**config.mk**
```make
export PLATFORM = sky130hd
export DESIGN_NAME = priority_dec_n
export DESIGN_NICKNAME = d
export VERILOG_FILES = /design/src/rtl/priority_dec_n_pkg.sv /design/src/rtl/priority_dec_n_therm_dec_n.sv /design/src/rtl/priority_dec_n.sv
export SDC_FILE = /design/constraint.sdc
export NUM_CORES = 1
export LEC_CHECK = 0
export CORE_MARGIN = 3
export CORE_UTILIZATION = 48
export DETAILED_ROUTE_END_ITERATION = 6
export MAX_ROUTING_LAYER = met4
export PLACE_DENSITY = 0.85
export SLEW_MARGIN = 25
export SYNTH_ARGS = -nofsm -noshare
export SYNTH_HDL_FRONTEND = slang
export SYNTH_HIERARCHICAL = 1
export SYNTH_SLANG_ARGS = --single-unit
```
**constraint.sdc**
```tcl
create_clock -name clk -period 1.7 [get_ports clk]
set_clock_uncertainty 0.05 [all_clocks]
set_input_delay 0.425 -clock clk [delete_from_list [all_inputs] [get_ports clk]]
set_output_delay 0.425 -clock clk [all_outputs]
set_load 0.05 [all_outputs]
```
**src/rtl/priority_dec_n_pkg.sv**
```systemverilog
// Shared helpers for the priority encoder/decoder pair.
// Count-width derivation and queue occupancy encoding.
package priority_dec_n_pkg;

    typedef enum logic [1:0] {
        EMPTY = 2'd0,
        ONE   = 2'd1,
        TWO   = 2'd2
    } occ_e;

    function automatic int clog2(input int v);
        int r;
        r = 0;
        for (int i = 0; i < 31; i++) begin
            if ((1 << i) < v) r = i + 1;
        end
        return r;
    endfunction

    // Width of a count that spans 0..width inclusive.
    function automatic int cw_of(input int width);
        return (width < 1) ? 1 : clog2(width + 1);
    endfunction

endpackage

```
**src/rtl/priority_dec_n_therm_dec_n.sv**
```systemverilog
// Combinational count-to-thermometer decoder.
// Counts above WIDTH saturate to an all-ones mask and raise sat.
module therm_dec_n
    import priority_dec_n_pkg::*;
#(
    parameter int WIDTH = 7,
    parameter int CW    = cw_of(WIDTH)
) (
    input  logic [CW-1:0]    cnt,
    output logic [WIDTH-1:0] therm,
    output logic             sat
);

    localparam logic [CW:0]      WMAX = WIDTH[CW:0];
    localparam logic [CW-1:0]    WSAT = WIDTH[CW-1:0];
    localparam logic [WIDTH-1:0] ONES = '1;

    logic [CW-1:0] n;

    always_comb begin
        sat   = ({1'b0, cnt} > WMAX);
        n     = sat ? WSAT : cnt;
        therm = ~(ONES << n);
    end

endmodule

```
**src/rtl/priority_dec_n.sv**
```systemverilog
// Count-to-mask decoder behind a 2-entry skid queue.
// Emits thermometer mask, top-bit one-hot and saturation flags.
module priority_dec_n
    import priority_dec_n_pkg::*;
#(
    parameter  int WIDTH = 7,
    localparam int CW    = cw_of(WIDTH)
) (
    input  logic             clk,
    input  logic             rst,
    input  logic             in_valid,
    output logic             in_ready,
    input  logic [CW-1:0]    in_cnt,
    output logic             out_valid,
    input  logic             out_ready,
    output logic [WIDTH-1:0] out_therm,
    output logic [WIDTH-1:0] out_onehot,
    output logic             out_sat,
    output logic             sat_sticky,
    input  logic             clr_sticky
);

    occ_e state, state_nx;

    logic [WIDTH-1:0] head_therm, tail_therm, dec_therm;
    logic             head_sat, tail_sat, dec_sat;
    logic             push, pop;
    logic             load_head, load_tail, head_from_tail;

    therm_dec_n #(
        .WIDTH (WIDTH),
        .CW    (CW)
    ) u_dec (
        .cnt   (in_cnt),
        .therm (dec_therm),
        .sat   (dec_sat)
    );

    assign in_ready   = (state != TWO) && !rst;
    assign out_valid  = (state != EMPTY);
    assign push       = in_valid && in_ready;
    assign pop        = out_valid && out_ready;
    assign out_therm  = head_therm;
    assign out_sat    = head_sat;
    assign out_onehot = head_therm & ~(head_therm >> 1);

    always_comb begin
        state_nx       = state;
        load_head      = 1'b0;
        load_tail      = 1'b0;
        head_from_tail = 1'b0;
        unique case (state)
            EMPTY: begin
                if (push) begin
                    state_nx  = ONE;
                    load_head = 1'b1;
                end
            end
            ONE: begin
                // Simultaneous push/pop replaces the head in place.
                if (push && pop) begin
                    load_head = 1'b1;
                end else if (push) begin
                    state_nx  = TWO;
                    load_tail = 1'b1;
                end else if (pop) begin
                    state_nx  = EMPTY;
                end
            end
            TWO: begin
                if (pop) begin
                    state_nx       = ONE;
                    head_from_tail = 1'b1;
                end
            end
            default: state_nx = EMPTY;
        endcase
    end

    always_ff @(posedge clk) begin
        if (rst) begin
            state      <= EMPTY;
            head_therm <= '0;
            head_sat   <= 1'b0;
            tail_therm <= '0;
            tail_sat   <= 1'b0;
            sat_sticky <= 1'b0;
        end else begin
            state <= state_nx;
            if (load_head) begin
                head_therm <= dec_therm;
                head_sat   <= dec_sat;
            end else if (head_from_tail) begin
                head_therm <= tail_therm;
                head_sat   <= tail_sat;
            end
            if (load_tail) begin
                tail_therm <= dec_therm;
                tail_sat   <= dec_sat;
            end
            if (push && dec_sat) begin
                sat_sticky <= 1'b1;
            end else if (clr_sticky) begin
                sat_sticky <= 1'b0;
            end
        end
    end

endmodule

```
-- Yosys cells after proc, flatten, opt, wreduce, memory -nomap -nowiden
Index checks and enable logic that the tools add are counted.
- equal/unequal tests: 7
- multiplexer cells: 15
- shift operators: 1
- bitwise operators: 3
- reduce and logical (&&, ||, !) cells: 9
- operators with widths (operator ; number):
    $mux W7 ; 2
    $mux W2 ; 5
    $ne A2 B2 Y1 const B ; 4
    $and A7 B7 Y7 ; 1
    $not A6 Y7 ; 1
    $not A7 Y7 ; 1
    $shl A7 B3 Y7 const A ; 1
    $mux W1 ; 6
    $pmux W2 S3 ; 1
    $logic_and A1 B1 Y1 ; 4
    $reduce_and A4 Y1 ; 1
    $reduce_bool A2 Y1 ; 2
    $ne A3 B3 Y1 const B ; 1
    $eq A2 B1 Y1 const B ; 1
    $eq A2 B2 Y1 const B ; 1
    $logic_not A2 Y1 ; 1
    $pmux W1 S2 ; 1
    $logic_not A1 Y1 ; 1
- input bits: 8
- register bits: 16
- output and inout port bits: 18

-- Longest topological paths before layout
Gate-level depths: netlist of the first run.
- word-level depth: 7
- gate-level depth with buffers: 6
- mapped depth without buffers: 3

-- Cells and area by module
The synthesis of the first run kept the hierarchy.
- modules (own cells, without submodules) (module ; cells an instance ; area an instance (µm²) ; sequential area each (µm²) ; instances):
    priority_dec_n ; 113 ; 955.9 ; 380.4 ; 1
    therm_dec_n ; 9 ; 62.6 ; 0.0 ; 1

-- Least setup slack after synthesis of the first run
OpenSTA, ideal clock, no wires.
- kind: reg2out
- from: register head_therm[1], in the netlist out_therm[1]
- to: output port out_onehot[1]
- stages on the path, launching flop included: 2
- path slack: -202 ps
- required time: 1225 ps
- arrival time: 1427 ps
- cells stage by stage: dfxtp_1 nor2b_1
- cells in the longest elaborated chain, start to end: 1
- RTL lines (item ; line ; RTL):
    start: declaration ; priority_dec_n.sv:25 ; logic [WIDTH-1:0] head_therm, tail_therm, dec_therm;
    start signal: assignment ; priority_dec_n.sv:91 ; head_therm <= dec_therm;
    start signal: assignment ; priority_dec_n.sv:94 ; head_therm <= tail_therm;
    $and A7 B7 Y7 ; priority_dec_n.sv:45 ; assign out_onehot = head_therm & ~(head_therm >> 1);
    end: declaration ; priority_dec_n.sv:17 ; output logic [WIDTH-1:0] out_onehot,
Every way passes these cells.

-- Worst setup path after layout of the first run
Same ends and word-level chain as after synthesis.

==> results of run 1 <==
[per-layer routing]
layer  global-route usage, %  share of wire, %
met3                    3.15               6.6
met2                    36.4                53
met5                       -                 0
met1                    24.6                39
met4                    9.17               1.7
[area by class of cell]
cell class	instances	area [sq um]
clock buffers	3	22.5
clock inverters	1	5.00
fillers	116	458
multi-input cells	91	568
flip-flops and latches	19	383
well taps	27	33.8
repair buffers	36	512
[logic make-up (layout without fill, tap and decap cells)]
logic type,after synthesis,after routing,synth area share [%]
buf+inv,12,40,9.09
mux,1,1,0.983
other cells,1,1,0.368
simple gates,59,59,33.0
flops,19,19,37.3
compound gates,30,30,19.2
[synthesized netlist by cell type (2+ instances only)]
cell type / instances
dfxtp_1: 19
nand2_1: 17
a21oi_1: 11
nor2b_1: 9
a311oi_1: 8
nand3_1: 8
nor3_1: 7
o21ai_1: 7
buf_4: 3
buf_6: 3
clkbuf_1: 3
nand3b_1: 2
nor2_1: 2
nor3_2: 2
[worst max-delay path, stage by stage (launching register included)]
cell and delay [ns]:
dfxtp_1 0.44, nor2b_1 0.27, buf_12 0.17
[metrics by stage]
step / worst slack (ns) / area (sq um) / utilization, %
global placement: -0.142 / 1480 / 74.6
detailed placement: -0.197 / 1480 / 74.6
floorplan: -0.202 / 1020 / -
CTS: 0.00700 / 1510 / 76.3
global route: -0.0172 / 1520 / 76.9
finish: 0.0611 / 1520 / 76.9
[where the power goes]
part           switching, W  internal, W
combinational      0.000206     0.000185
clock              0.000136    0.0000872
sequential        0.0000312     0.000467
total              0.000372     0.000738
[timing repair]
action                     CTS  global route
gates resized for setup      4             4
gates cloned                 0             0
setup endpoints to repair    1             3
pin swaps                    0             0
[worst max-delay path by stage]
stage | slack [ns] | end | startpoint
finish | 0.06 | out_onehot[1] | out_therm[1]
global route | -0.02 | out_therm[3] | in_valid
CTS | 0.007 | in_ready | state[1]
detailed placement | -0.20 | out_therm[3] | in_valid
global placement | -0.14 | out_sat | in_valid
floorplan | -0.20 | out_onehot[1] | out_therm[1]
[sequential cells by signal, indices dropped and copies added (netlist names)]
name	cells
tail_sat	1
state	2
sat_sticky	1
out_therm	7
out_sat	1
tail_therm	7
==> results.cfg, run 1 <==
[routing]
drc_errors_left = 0
dr.first_iter.drc_count = 40
dr.pass1.iters = 4
post_drt_via_cell_ratio = 5.66
vias = 1002
routed_wirelength_normalized_by_instance_count_um = 15.2
routed_wirelength_mm = 2.69
drt.antenna.violating_nets = 0

[placed_design]
port_buffers = 25
hpwl_mm = 1.87
place.gp.congestion = 0.877
place_inst = 173

[die]
height_of_the_chip_um = 52.1
initial_utilization_pct = 51.4
floorplan.rows = 16
core_region_area_sq_mm = 0.00198
die_width_um = 52.1
i_o_pin_total = 26
design.die.area_sq_mm = 0.00271

[synthesis]
synth_top_cells_by_area = dfxtp_1, a311oi_1, nand2_1
seq_area_frac_synth_pct = 37.3
synth.net_count = 130
synth_cell_type_count = 35
synth-edff-count = 0
synth_top_area_share_pct = 37.3
synth_top_flop_cell = dfxtp_1
ys_warn_count = 6
netlist_instances = 122
post_synth.cell_area_avg_sq_um = 8.35
area_of_the_mapped_netlist_sq_mm = 0.00102
synth.largest_area_cell = dfxtp_1
synth_seq_cells = 19
async_flop_share_pct = 0

[cts]
cts_buffers = 3
cts.clk_slew.worst_paths_ns = 0.11
holdBufCountCts = 0
cts.path.max_buffers = 2
clk-insertion-delay-late_ns = 0.29
cts_htree_levels = 1
cts.sink_count = 19
clock_tree_from_tritoncts = done
post_cts.repair.setup_buffers = 0
cts_root_buffer = clkbuf_4

[global_routing]
wire_length_of_the_first_global_routing_pass_mm = 4.24
grt_overflow = 0
number_of_antenna_violations_at_the_first_check_in_global_routing = 0
grt_max_degree = 17
global_route_usage_over_all_layers_pct = 21.3
grt_pass1_vias = 920

[status]
outcome = finished clean

[layout]
layout.cells.most_common_list = buf_12, nand2_1, dfxtp_1
instances_no_fill = 177
fin_nets = 159
layout_commonest_cell = buf_12
final_layout_size_suffix_gt1_share_pct = 34.0
diodes = 0
area_delta_synth_final_pct = 49.6

[worst_setup_path]
worst_ep_required_time_ns = 1.22
critPathCaptureType = output pin
timing.reg2reg.worst_path_depth = 4
worst_setup_start_kind = flop
r2r_end = out_therm[3]
critical_path.reg2reg.startpoint = state[1]
worstSetupPathType = reg -> out
regToRegSetupSlack_ns = 0.26
critPathMaxFanout = 4
critical_path_arrival_ns = 1.16

[power_and_ir_drop]
design_power_total_w = 0.00111
power.density_cell_area_mw_per_mm2 = 729
peakVddDrop_v = 0.000629
leakage_nw = 0.561

[timing]
setup_viol = 0
drv_slew = 0
clock.fmax_ghz = 0.610
timing.final.hold_violations = 0
final.setup.tns_ns = 0
worst_hold_margin_ns = 0.439
final_min_period_over_clock_period_pct = 96.4
period_needed_ns = 1.64

[job]
cap_violations = 0

[hold_path]
hold_class = reg -> reg
timing.hold.worst_path_depth = 2
timing.hold.worst_endpoint = tail_therm[0]
holdCritStartpoint = tail_therm[0]
(Power assumes the default switching activity.)
==> run 2, diff against run 1 <==
Settings changed: CAP_MARGIN set to 20, REMOVE_ABC_BUFFERS set to 1.
==> run 2 against run 1 <==
  * Sequential cell count stayed put
  * Non-clock buffer count rose by 4
  * Worst hold slack got worse by 0.013 ns
  * Via count grew 0.50%
  * Count of clock-buffer cells in the layout grew 1
  * Fmax decreased by 0.37%
  * Critical path type unchanged
  * Largest power group unchanged
==> results.cfg, run 2 (synthesis results as in run 1) <==
[die]
core_region_area_sq_mm = 0.00198
height_of_the_chip_um = 52.1
die_width_um = 52.1
floorplan.rows = 16
design.die.area_sq_mm = 0.00271
i_o_pin_total = 26
initial_utilization_pct = 51.4

[cts]
clk-insertion-delay-late_ns = 0.30
holdBufCountCts = 0
cts.sink_count = 19
cts_root_buffer = clkbuf_4
cts_buffers = 3
cts.path.max_buffers = 2
cts_htree_levels = 1
cts.clk_slew.worst_paths_ns = 0.11
clock_tree_from_tritoncts = done

[layout]
layout_commonest_cell = buf_12
multiInputGateArea_sq_um = 553
fillers = 130
area.sequential_sq_um = 385
final_layout_size_suffix_gt1_share_pct = 33.8
fin_nets = 163
finalInstanceArea_sq_mm = 0.00154
diodes = 0
layout.cells.most_common_list = buf_12, nand2_1, dfxtp_1
area_delta_synth_final_pct = 51.2
instances_no_fill = 181

[global_routing]
grt_max_degree = 17
wire_length_of_the_first_global_routing_pass_mm = 4.26
grt_overflow = 0
number_of_antenna_violations_at_the_first_check_in_global_routing = 0
global_route_usage_over_all_layers_pct = 22.0
grt_pass1_vias = 1031

[power_and_ir_drop]
leakage_nw = 0.576
peakVddDrop_v = 0.000568
power.density_cell_area_mw_per_mm2 = 722

[timing]
clock.fmax_ghz = 0.608
unrepaired_setup_endpoints_after_global_routing = false
timing.final.hold_violations = 0
final.setup.tns_ns = 0
setup_viol = 0
final_min_period_over_clock_period_pct = 96.8
final_critical_path_setup_slack_ns = 0.0550
drv_slew = 0
period_needed_ns = 1.65

[routing]
drt.antenna.violating_nets = 0
vias = 1007
drc_errors_left = 0
routed_wirelength_normalized_by_instance_count_um = 14.3
dr.first_iter.drc_count = 21
routed_wirelength_mm = 2.59
post_drt_via_cell_ratio = 5.56
dr.pass1.iters = 4

[placed_design]
port_buffers = 25
post_dp_cell_area_sq_mm = 0.00150
hpwl_mm = 1.94
detailedPlace.worstSlack_ns = -0.242
place_inst = 177
place.gp.congestion = 0.813

[worst_setup_path]
crit_buf_inv = 1
path_delay_family = flip-flops
critPathCaptureType = output pin
critical_path_arrival_ns = 1.17
cpPeakStageDelay_ns = 0.43
worstPathCellList = nor2b_1 -> buf_12
worstSetupPathType = reg -> out
worst_path_cell_with_the_longest_stage_delay = dfxtp_1
worst_ep_required_time_ns = 1.22
critPathMaxFanout = 4
worst_setup_start_kind = flop

[job]
cap_violations = 0

[hold_path]
hold_class = reg -> reg

[status]
outcome = finished clean
==> run 2: repair_timing <==
item | CTS | global route
pin swaps | 1 | 1
resized for setup | 4 | 3
setup endpoints to repair | 2 | 3
buffers inserted | 0 | 0
==> run 2: per-stage QoR <==
stage | hold slack [ns] | util (%) | power [W]
2_1_floorplan | 0.388 | - | 0.000677
3_3_place_gp | 0.408 | 75.8 | 0.000880
3_5_place_dp | 0.411 | 75.8 | 0.000890
4_1_cts | 0.427 | 77.4 | 0.00112
5_1_grt | 0.443 | 77.7 | 0.00115
6_report | 0.427 | 77.7 | 0.00111
==> run 2: routing by layer <==
layer	GRT usage, %	vias up	share of wire [%]
li1	-	491	-
met1	19.9	460	38
met2	41.6	47	52
met3	3.72	9	6.9
met4	14.4	0	2.9
met5	-	-	0
==> run 2: power by group <==
group	leakage [nW]	internal [W]	total [W]	switching (W)
clock network	0.0150	0.0000916	0.000231	0.000139
logic	0.404	0.000185	0.000388	0.000202
registers	0.156	0.000465	0.000494	0.0000284
==> run 2: path summary, 6_finish.rpt <==
kind,start,endpoint,slack [ns],cells past startpoint
min reg2reg,tail_therm[0],tail_therm[0],0.43,2
min,tail_therm[0],tail_therm[0],0.43,2
max,out_therm[5],out_onehot[5],0.05,2
max reg2reg,state[1],out_therm[2],0.29,4
==> run 2: area by class of cell <==
class	instances	share of cell area, %
Tap cell	27	2.19
Multi-Input combinational cell	91	35.9
Timing Repair Buffer	40	35.2
Sequential cell	19	25.0
Clock buffer	4	1.71
==> run 2: tightest hold or removal path: cells and delay by family (launching register included) <==
kind,cells,cell delay (ns)
flip-flops,1,0.34
AO/OA/AOI/OAI,2,0.10
==> run 3, diff against run 2 <==
Settings changed: CORE_UTILIZATION 48 to 45, PLACE_DENSITY 0.85 to 0.84, SYNTH_HIERARCHICAL 1 to not set.
==> run 3 against run 2 <==
  * Count of clock-buffer cells in the layout down 1
  * First-iteration DRC count up 67%
  * Global-route usage down 1.3 points
  * Register-to-register slack about the same
  * Non-clock buffer count down 4
  * Utilization up 3.7 points
  * Wire length down 13%
  * Combinational power down 5.9%
==> results.cfg, run 3 <==
[status]
outcome = finished clean

[worst_setup_path]
timing.reg2reg.worst_path_depth = 3
critPathCaptureType = flop
worst_ep_required_time_ns = 1.87
worst_path_cell_with_the_longest_stage_delay = clkdlybuf4s50_1
critical_path.reg2reg.startpoint = state[1]
worst_setup_start_kind = primary input
crit_path_end = tail_therm[5]
worstPathCellList = clkdlybuf4s50_1 -> or3b_4 -> or3_1 -> a21oi_1
worstSetupPathType = in -> reg
path_delay_family = simple AND/OR/NAND/NOR gates
critPathMaxFanout = 7
critical_path_arrival_ns = 1.82
depth_of_the_critical_timing_path_with_buffers_and_inverters_included = 4
worst_setup_path_startpoint = in_valid
crit_buf_inv = 1
regToRegSetupSlack_ns = 0.28
r2r_end = tail_therm[5]
cpPeakStageDelay_ns = 0.49

[synthesis]
synth-edff-count = 0
async_flop_share_pct = 0
synth.largest_area_cell = dfxtp_1
synth_top_area_share_pct = 38.2
yosys.cell_count.top_type = dfxtp_1
synth_seq_cells = 16
post_synth.cell_area_avg_sq_um = 8.22
synth_top_cells_by_area = dfxtp_1, a21oi_1, nor2b_1
synth_cell_type_count = 29
seq_area_frac_synth_pct = 38.2
synth.top_cells.by_count = dfxtp_1, nand2_1, a21oi_1
synth_top_flop_cell = dfxtp_1
netlist_instances = 102
ys_warn_count = 0
area_of_the_mapped_netlist_sq_um = 838

[placed_design]
place_inst = 152
place.gp.congestion = 0.875
detailedPlace.worstSlack_ns = -0.278
port_buffers = 22
post_dp_cell_area_sq_mm = 0.00129
hpwl_mm = 1.65

[timing]
setup_viol = 0
worst_hold_margin_ns = 0.427
timing.final.hold_violations = 0
period_needed_ns = 1.65
final_min_period_over_clock_period_pct = 97.2
clock.fmax_ghz = 0.605
unrepaired_setup_endpoints_after_global_routing = false
final_critical_path_setup_slack_ns = 0.0479
drv_slew = 0

[die]
core_region_area_sq_mm = 0.00163
floorplan.rows = 14
height_of_the_chip_um = 49.2
initial_utilization_pct = 51.5
die_width_um = 49.2
i_o_pin_total = 26
design.die.area_sq_mm = 0.00242

[routing]
drc_errors_left = 0
post_drt_via_cell_ratio = 5.80
routed_wirelength_mm = 2.25
vias = 899
dr.first_iter.drc_count = 35
routed_wirelength_normalized_by_instance_count_um = 14.5
drt.antenna.violating_nets = 0
dr.pass1.iters = 4

[layout]
layout_commonest_cell = buf_12
fin_nets = 141
layout.cells.most_common_list = buf_12, dfxtp_1, buf_4
final_core_utilization_pct = 81.4
diodes = 0
instances_no_fill = 155
multiInputGateArea_sq_um = 463
final_layout_size_suffix_gt1_share_pct = 32.1
finalInstanceArea_sq_mm = 0.00133
fillers = 104
area_delta_synth_final_pct = 58.2
area.sequential_sq_um = 323

[global_routing]
grt_pass1_vias = 841
global_route_usage_over_all_layers_pct = 20.8
wire_length_of_the_first_global_routing_pass_mm = 3.80
grt_max_degree = 14
number_of_antenna_violations_at_the_first_check_in_global_routing = 0
grt_overflow = 0

[hold_path]
hold_class = reg -> reg

[power_and_ir_drop]
leakage_nw = 0.507
switching_share_pct = 33.9
intPower_w = 0.000649
seqPwrFrac_pct = 42.7
power.density_cell_area_mw_per_mm2 = 740
clock_power_share_pct = 20.2
p_switching_w = 0.000332
p_comb_share_pct = 37.2
peakVddDrop_v = 0.000592

[cts]
cts_htree_levels = 1
cts_buffers = 3
cts_root_buffer = clkbuf_4
cts.path.max_buffers = 2
clk-insertion-delay-late_ns = 0.28
cts.sink_count = 16
cts.clk_slew.worst_paths_ns = 0.09
clock_tree_from_tritoncts = done

[job]
cap_violations = 0
[run 3: cell count changes after synthesis, sizes merged, moves of 5 or more]
cell    change
a311oi      -6
nand2       -6
nand3       -6
a221oi      +5
a22oi       +5
nor3        -5
[run 3: worst min-delay path by stage]
stage | cells past startpoint | start | endpoint
6_report | 2 | tail_therm[0] | out_therm[0]
5_1_grt | 2 | tail_therm[1] | out_therm[1]
4_1_cts | 2 | tail_therm[4] | out_therm[4]
3_5_place_dp | 2 | tail_therm[4] | out_therm[4]
3_3_place_gp | 2 | tail_therm[4] | out_therm[4]
2_1_floorplan | 2 | tail_therm[4] | out_therm[4]
[run 3: what timing repair did]
| action | 4_1_cts | 5_1_grt |
|---|---|---|
| setup buffers | 0 | 0 |
| resized for setup | 6 | 2 |
| endpoints found under the setup margin | 1 | 8 |
| hold buffers | 0 | 0 |
[run 3: power by group through the flow]
stage               clock, W  combinational, W  sequential [W]
global route        0.000213          0.000382        0.000422
finish              0.000198          0.000365        0.000419
detailed placement         0          0.000360        0.000426
floorplan                  0          0.000127        0.000462
global placement           0          0.000353        0.000425
CTS                 0.000193          0.000364        0.000418
[run 3: logic make-up (layout without fill, tap and decap cells)]
family | count (synthesis) | count (layout) | synth area share, %
and+or+nand+nor | 42 | 42 | 27.0
AOI/OAI and AO/OA | 31 | 31 | 24.6
DFF | 16 | 16 | 38.2
buffers and inverters | 11 | 39 | 8.51
other | 1 | 2 | 0.447
muxes | 1 | 1 | 1.19
[run 3: final cells by class]
type,count,area share (%)
well taps,24,2.26
multi-input cells,76,34.9
flip-flops and latches,16,24.3
clock buffers,3,1.70
repair buffers,36,36.8
[run 3: worst register-to-register path, cell delays in order, from the launching register on]
cell and delay [ns]:
dfxtp_2 0.37, or3b_4 0.45, or3_1 0.35, a21oi_1 0.13
[run 3: layer usage]
metal / vias up / GRT usage [%] / wire, um
met3: 10 / 3.98 / 129
met2: 44 / 36.2 / 1160
met5: - / - / 0
met1: 422 / 23.0 / 901
li1: 423 / - / -
met4: 0 / 8.53 / 53
[run 3: stage by stage]
stage / total power, W / setup TNS [ns]
after floorplan: 0.000589 / -1.26
after global placement: 0.000778 / -2.74
after detailed placement: 0.000786 / -3.28
after CTS: 0.000974 / 0
after global routing: 0.00102 / 0
final: 0.000981 / 0
